### src/rtl/sram_bus_bridge.sv
// SRAM-style inst/data ports to a shared single-outstanding req/addr_ok/data_ok bus.
// Holds the pipeline until every enabled access of the current step has completed.
module sram_bus_bridge #(
    parameter bit DATA_FIRST = 1'b1
) (
    input  logic        clk,
    input  logic        rst,
    input  logic        pipe_stall,
    input  logic        inst_sram_en,
    input  logic [31:0] inst_sram_addr,
    output logic [31:0] inst_sram_rdata,
    input  logic        data_sram_en,
    input  logic [3:0]  data_sram_wen,
    input  logic [31:0] data_sram_addr,
    input  logic [31:0] data_sram_wdata,
    output logic [31:0] data_sram_rdata,
    output logic        stallreq,
    output logic        bus_req,
    output logic        bus_wr,
    output logic [1:0]  bus_size,
    output logic [3:0]  bus_wstrb,
    output logic [31:0] bus_addr,
    output logic [31:0] bus_wdata,
    input  logic        bus_addr_ok,
    input  logic        bus_data_ok,
    input  logic [31:0] bus_rdata
);

    localparam logic [1:0] IDLE = 2'd0;
    localparam logic [1:0] REQ  = 2'd1;
    localparam logic [1:0] RESP = 2'd2;

    logic [1:0] state;
    logic       inst_done;
    logic       data_done;
    logic       cur_is_data;
    logic       inst_pend;
    logic       data_pend;
    logic       pick_data;
    logic       step_done;
    logic [1:0] wsize;

    assign inst_pend = inst_sram_en & ~inst_done;
    assign data_pend = data_sram_en & ~data_done;
    assign stallreq  = inst_pend | data_pend;
    assign pick_data = data_pend & (~inst_pend | DATA_FIRST);
    assign step_done = (state == IDLE) & ~stallreq & ~pipe_stall;

    // Store size follows the strobe pattern; only aligned patterns are legal.
    always_comb begin
        wsize = 2'd0;
        case (data_sram_wen)
            4'b1111:          wsize = 2'd2;
            4'b0011, 4'b1100: wsize = 2'd1;
            default:          wsize = 2'd0;
        endcase
    end

    always_ff @(posedge clk or posedge rst) begin
        if (rst) begin
            state           <= IDLE;
            inst_done       <= 1'b0;
            data_done       <= 1'b0;
            cur_is_data     <= 1'b0;
            bus_req         <= 1'b0;
            bus_wr          <= 1'b0;
            bus_size        <= 2'd0;
            bus_wstrb       <= 4'd0;
            bus_addr        <= 32'd0;
            bus_wdata       <= 32'd0;
            inst_sram_rdata <= 32'd0;
            data_sram_rdata <= 32'd0;
        end else begin
            if (step_done) begin
                inst_done <= 1'b0;
                data_done <= 1'b0;
            end
            case (state)
                IDLE: begin
                    if (inst_pend | data_pend) begin
                        state       <= REQ;
                        bus_req     <= 1'b1;
                        cur_is_data <= pick_data;
                        if (pick_data) begin
                            bus_wr    <= |data_sram_wen;
                            bus_size  <= (|data_sram_wen) ? wsize : 2'd2;
                            bus_wstrb <= data_sram_wen;
                            bus_addr  <= data_sram_addr;
                            bus_wdata <= data_sram_wdata;
                        end else begin
                            bus_wr    <= 1'b0;
                            bus_size  <= 2'd2;
                            bus_wstrb <= 4'd0;
                            bus_addr  <= inst_sram_addr;
                            bus_wdata <= 32'd0;
                        end
                    end
                end
                REQ: begin
                    if (bus_addr_ok) begin
                        bus_req <= 1'b0;
                        state   <= RESP;
                    end
                end
                RESP: begin
                    if (bus_data_ok) begin
                        state <= IDLE;
                        if (cur_is_data) begin
                            data_done <= 1'b1;
                            if (!bus_wr) begin
                                data_sram_rdata <= bus_rdata;
                            end
                        end else begin
                            inst_done       <= 1'b1;
                            inst_sram_rdata <= bus_rdata;
                        end
                    end
                end
                default: begin
                    state   <= IDLE;
                    bus_req <= 1'b0;
                end
            endcase
        end
    end

endmodule

### config.mk
export PLATFORM = sky130hd
export DESIGN_NAME = sram_bus_bridge
export DESIGN_NICKNAME = d
export VERILOG_FILES = /design/src/rtl/sram_bus_bridge.sv
export SDC_FILE = /design/constraint.sdc
export NUM_CORES = 1
export LEC_CHECK = 0
export ABC_AREA = 1
export CAP_MARGIN = 20
export CORE_MARGIN = 4
export CORE_UTILIZATION = 35
export CTS_BUF_LIST = sky130_fd_sc_hd__clkbuf_8
export CTS_CLUSTER_SIZE = 30
export DETAILED_ROUTE_END_ITERATION = 10
export GPL_ROUTABILITY_DRIVEN = 1
export GPL_TIMING_DRIVEN = 0
export MAX_ROUTING_LAYER = met4
export PLACE_DENSITY = 0.81
export SLEW_MARGIN = 20
export SYNTH_ARGS = -nofsm -noshare
export SYNTH_HDL_FRONTEND = slang
export SYNTH_SLANG_ARGS = --single-unit
### constraint.sdc
create_clock -name clk -period 5.5 [get_ports clk]
set_input_delay 1.65 -clock clk [delete_from_list [all_inputs] [get_ports clk]]
set_output_delay 1.65 -clock clk [all_outputs]
set_load 0.005 [all_outputs]
# Yosys cells after proc, flatten, opt, wreduce, memory -nomap -nowiden
# Cells that the tools add are included.
[classes] bitwise=12 muxes=22 n_eq_ne=8 n_reduce_logical=8
[ops] cell="2-to-1 mux 32 bit" n=2
[ops] cell="2-to-1 mux 1 bit" n=11
[ops] cell="2-to-1 mux 2 bit" n=5
[ops] cell="AND reduction 3 bit" n=3
[ops] cell="equality test 4 bit (second input constant)" n=2
[ops] cell="NOT 1 bit" n=7
[ops] cell="inequality test 2 bit (second input constant)" n=3
[ops] cell="one-hot mux 2 bit (3 select lines)" n=1
[ops] cell="AND 1 bit" n=4
[ops] cell="equality test 4 x 2 -> 1 bit (second input constant)" n=1
[ops] cell="2-to-1 mux 4 bit" n=1
[ops] cell="one-hot mux 2 bit (2 select lines)" n=1
[ops] cell="AND reduction 4 bit" n=1
[ops] cell="OR reduction 4 bit" n=1
[ops] cell="one-hot mux 1 bit (3 select lines)" n=1
[ops] cell="equality test 2 x 1 -> 1 bit (second input constant)" n=1
[ops] cell="equality test 2 bit (second input constant)" n=1
[ops] cell="zero test 2 bit" n=1
[ops] cell="AND reduction 2 bit" n=1
[ops] cell="OR reduction 2 bit" n=1
[ops] cell="OR 1 bit" n=1
[word_totals] in_bits=139 regBits=141 out_inout_bits=137

# Longest topological paths before layout
[logic_depth] depth_word=10 mapped_depth=8 ltp_nobuf=7

# Worst setup path after synthesis
# Ideal clock, no wire load.
[synth_timing] path_kind="input-to-output" startpoint="input port data_sram_en" endpoint="output port stallreq" path_stages=3 slack_ns=1.910 arrival_time_ns=1.940 path_cell_list="buf_4 -> nand2_8 -> nand2_4"
[synth_between] elab_chain_cells=2
[synth_lines] item="start: declaration" line_no="12" rtl="input logic data_sram_en,"
[synth_lines] item="AND 1 bit" line_no="44" rtl="assign data_pend = data_sram_en & ~data_done;"
[synth_lines] item="OR 1 bit" line_no="45" rtl="assign stallreq = inst_pend | data_pend;"
[synth_lines] item="end: declaration" line_no="17" rtl="output logic stallreq,"
# Every way passes these cells.

# Worst setup path after layout
[layout_timing] startpoint="input port inst_sram_en" endpoint="output port stallreq"
[layout_between] elab_chain_cells=2
[layout_lines] item="start: declaration" line_no="9" rtl="input logic inst_sram_en,"
[layout_lines] item="AND 1 bit" line_no="43" rtl="assign inst_pend = inst_sram_en & ~inst_done;"
[layout_lines] item="OR 1 bit" line_no="45"
# Every way passes these cells.

==> metrics.yaml <==
routing:
  antenna_left: 0
  drc: 0
  drtIter0Drc: 246
  first_pass_iters: 4
  routed_wl_um: 19100
  viasPerCell: 4.52
  vias: 5693
  wl_per_cell_um: 15.2
sta:
  fin_setup_tns_ns: 0
  worstMarginPinSlew_ns: 0.532
  fin_crit_sh_pct: 81.6
  setup_viol: 0
  finalWorstSetupSlack_ns: 1.01
  finalMaxSlewViolations: 0
  relSlewSlack_pct: 64.5
  hold_viol_final: 0
  period_minus_slack_ns: 4.49
  fmax_mhz: 223
  finClkSkew_ns: 0.0114
  rsz0062_at_grt: "no"
finish:
  layout-drive-gt1-share_pct: 9.86
  final_cells: 1260
  area_growth_syn_to_layout_pct: 55.9
  post-route-util_pct: 55.5
  nNetsFinal: 1161
  diodes: 0
placement:
  hpwl_um: 14400
  dp_cells: 1228
  gp_congestion: 0.918
  io_buffers: 274
  place_worst_setup_slack_ns: 0.988
cts:
  cts_root_buffer: "clkbuf_8"
  cts_buffer_depth: 2
  numCtsBuffers: 17
  postCtsSetupRepairBufs: 0
  postCtsResizedCells: 0
  cts_tree: "done"
  clk_pin_slew_ns: 0.08
  ctsHoldBuffers: 0
  cts_sinks: 141
  h-tree-depth: 4
  insertion_delay_ns: 0.44
setup_path:
  worstPathMaxFanout: 2
  crit_path_top_delay_cell: "clkdlybuf4s50_1"
  critical_path_arrival_ns: 2.84
  cp-start-kind: "input port"
  critPathKind: "in -> out"
  path_cells: "clkdlybuf4s50_1, nand2_1, nand2_4, clkdlybuf4s50_1"
  max_stage_delay_ns: 0.54
  ff2ff_path_depth: 8
  cp.required_ns: 3.85
  cpMostUsedCell: "clkdlybuf4s50_1"
  cp-end-kind: "output port"
floorplan:
  coreArea_sq_mm: 0.0172
  die_x_um: 140
  die_h_um: 140
  ios: 276
  rows: 48
  start_util_pct: 35.6
  die-area_sq_mm: 0.0197
run:
  maxCapViolations: 0
yosys:
  yosysTopAreaCell: "dfrtp_1"
  syn_nets: 867
  synth_cell_types: 21
  ys_seq_area_share_pct: 57.5
  yosysWarnings: 0
  syn_inst: 728
  synthesis.area_sq_mm: 0.00613
  synth-seq-cells: 141
  synth_area_leaders: "dfrtp_1, nand2_1, o21ai_0, nand3_1, o21ai_2"
  syn_area_per_cell_sq_um: 8.43
  synth_top_area_share_pct: 57.5
global_routing:
  grt_max_degree: 76
  grt_usage_pct: 19.9
  grt_pass1_wl_um: 30100
  grt_pass1_vias: 5846
  antenna_found_initial: 0
  overflow: 0
run_status:
  status: "complete, no violations"
pwr:
  total_leakage_power_nw: 4.78
  powerDensity_mw_per_mm2: 492
  power_mw: 4.71
  peakVddDrop_uv: 238
min_path:
  hp-class: "reg -> reg"
  worstHoldPathCells: 2
final cells by class:
class | instances | area, sq um
buffer | 40 | 274
clock buffer | 17 | 234
clock inverter | 15 | 139
timing repair buffer | 275 | 2770
fill | 1555 | 7670
multi-input combinational | 502 | 2160
tap | 225 | 282
sequential | 141 | 3530
inverter | 45 | 181
logic make-up after synthesis:
group           count (synthesis)  share of synthesized area, %
simple gates                  431                          28.1
flops                         141                          57.5
buf+inv                        85                          7.30
compound gates                 71                          7.06
worst paths after layout:
path,start,endpoint,slack [ns]
worst min-delay path,bus_wdata[22],bus_wdata[22],0.47
worst min register to register,bus_wdata[22],bus_wdata[22],0.47
max in group asynchronous,rst,data_sram_rdata[26],3.11
min in group asynchronous,rst,bus_addr[15],1.66
worst max-delay path,inst_sram_en,stallreq,1.01
worst max register to register,data_done,bus_addr[12],4.05
flip-flops by register name, summed over array words and instances (netlist names), 2 cells and up:
signal / cells
bus_wdata: 32
state: 2
bus_wstrb: 4
data_sram_rdata: 32
bus_size: 2
inst_sram_rdata: 32
bus_addr: 32
routing by layer:
metal / GRT usage [%] / routed length, um / vias to the layer above
met5: - / 0 / -
li1: - / - / 2830
met3: 5.77 / 1460 / 27
met4: 7.29 / 374 / 0
met2: 32.3 / 9260 / 221
met1: 23.5 / 8020 / 2615
cells in the mapped netlist:
master    count
nand3_2       1
nand2_2       1
nand2_8       1
buf_2        15
nand2_4       3
nand3_1      36
buf_4         9
clkbuf_2      3
o21ai_1       9
nand2_1     382
o21ai_0      42
nor2_4        2
inv_2         2
buf_6         9
inv_1        41
o21bai_2      1
nor2_1        5
dfrtp_1     141
inv_4         2
clkbuf_1      4
o21ai_2      19
per-stage QoR:
| stage | area [sq um] | hold WS, ns |
|---|---|---|
| after global placement | 9160 | 0.453 |
| after global routing | 9570 | 0.498 |
| after CTS | 9570 | 0.477 |
| after detailed placement | 9190 | 0.458 |
| after floorplan | 6130 | 0.464 |
| final | 9570 | 0.472 |
cells in the final DEF, fill, tap and decap left out, drive strengths merged:
cell / instances
nand2: 387
clkdlybuf4s50: 274
dfrtp: 141
o21ai: 70
inv: 49
nand3: 37
buf: 34
clkbuf: 24
nor2: 7
clkinv: 6
clkinvlp: 4
o21bai: 1
bufinv: 1
power by group:
| part | switching, mW | internal, mW | leakage [nW] |
|---|---|---|---|
| Combinational | 0.990 | 1.18 | 2.81 |
| Sequential | 0.244 | 1.50 | 1.79 |
| Clock | 0.429 | 0.363 | 0.181 |
| Total | 1.66 | 3.05 | 4.78 |
worst max-delay path, delay by kind of cell:
family,cells,cell delay [ns]
buffers and inverters,2,1.00
AND/OR/NAND/NOR,2,0.20
(Power assumes the default switching activity.)
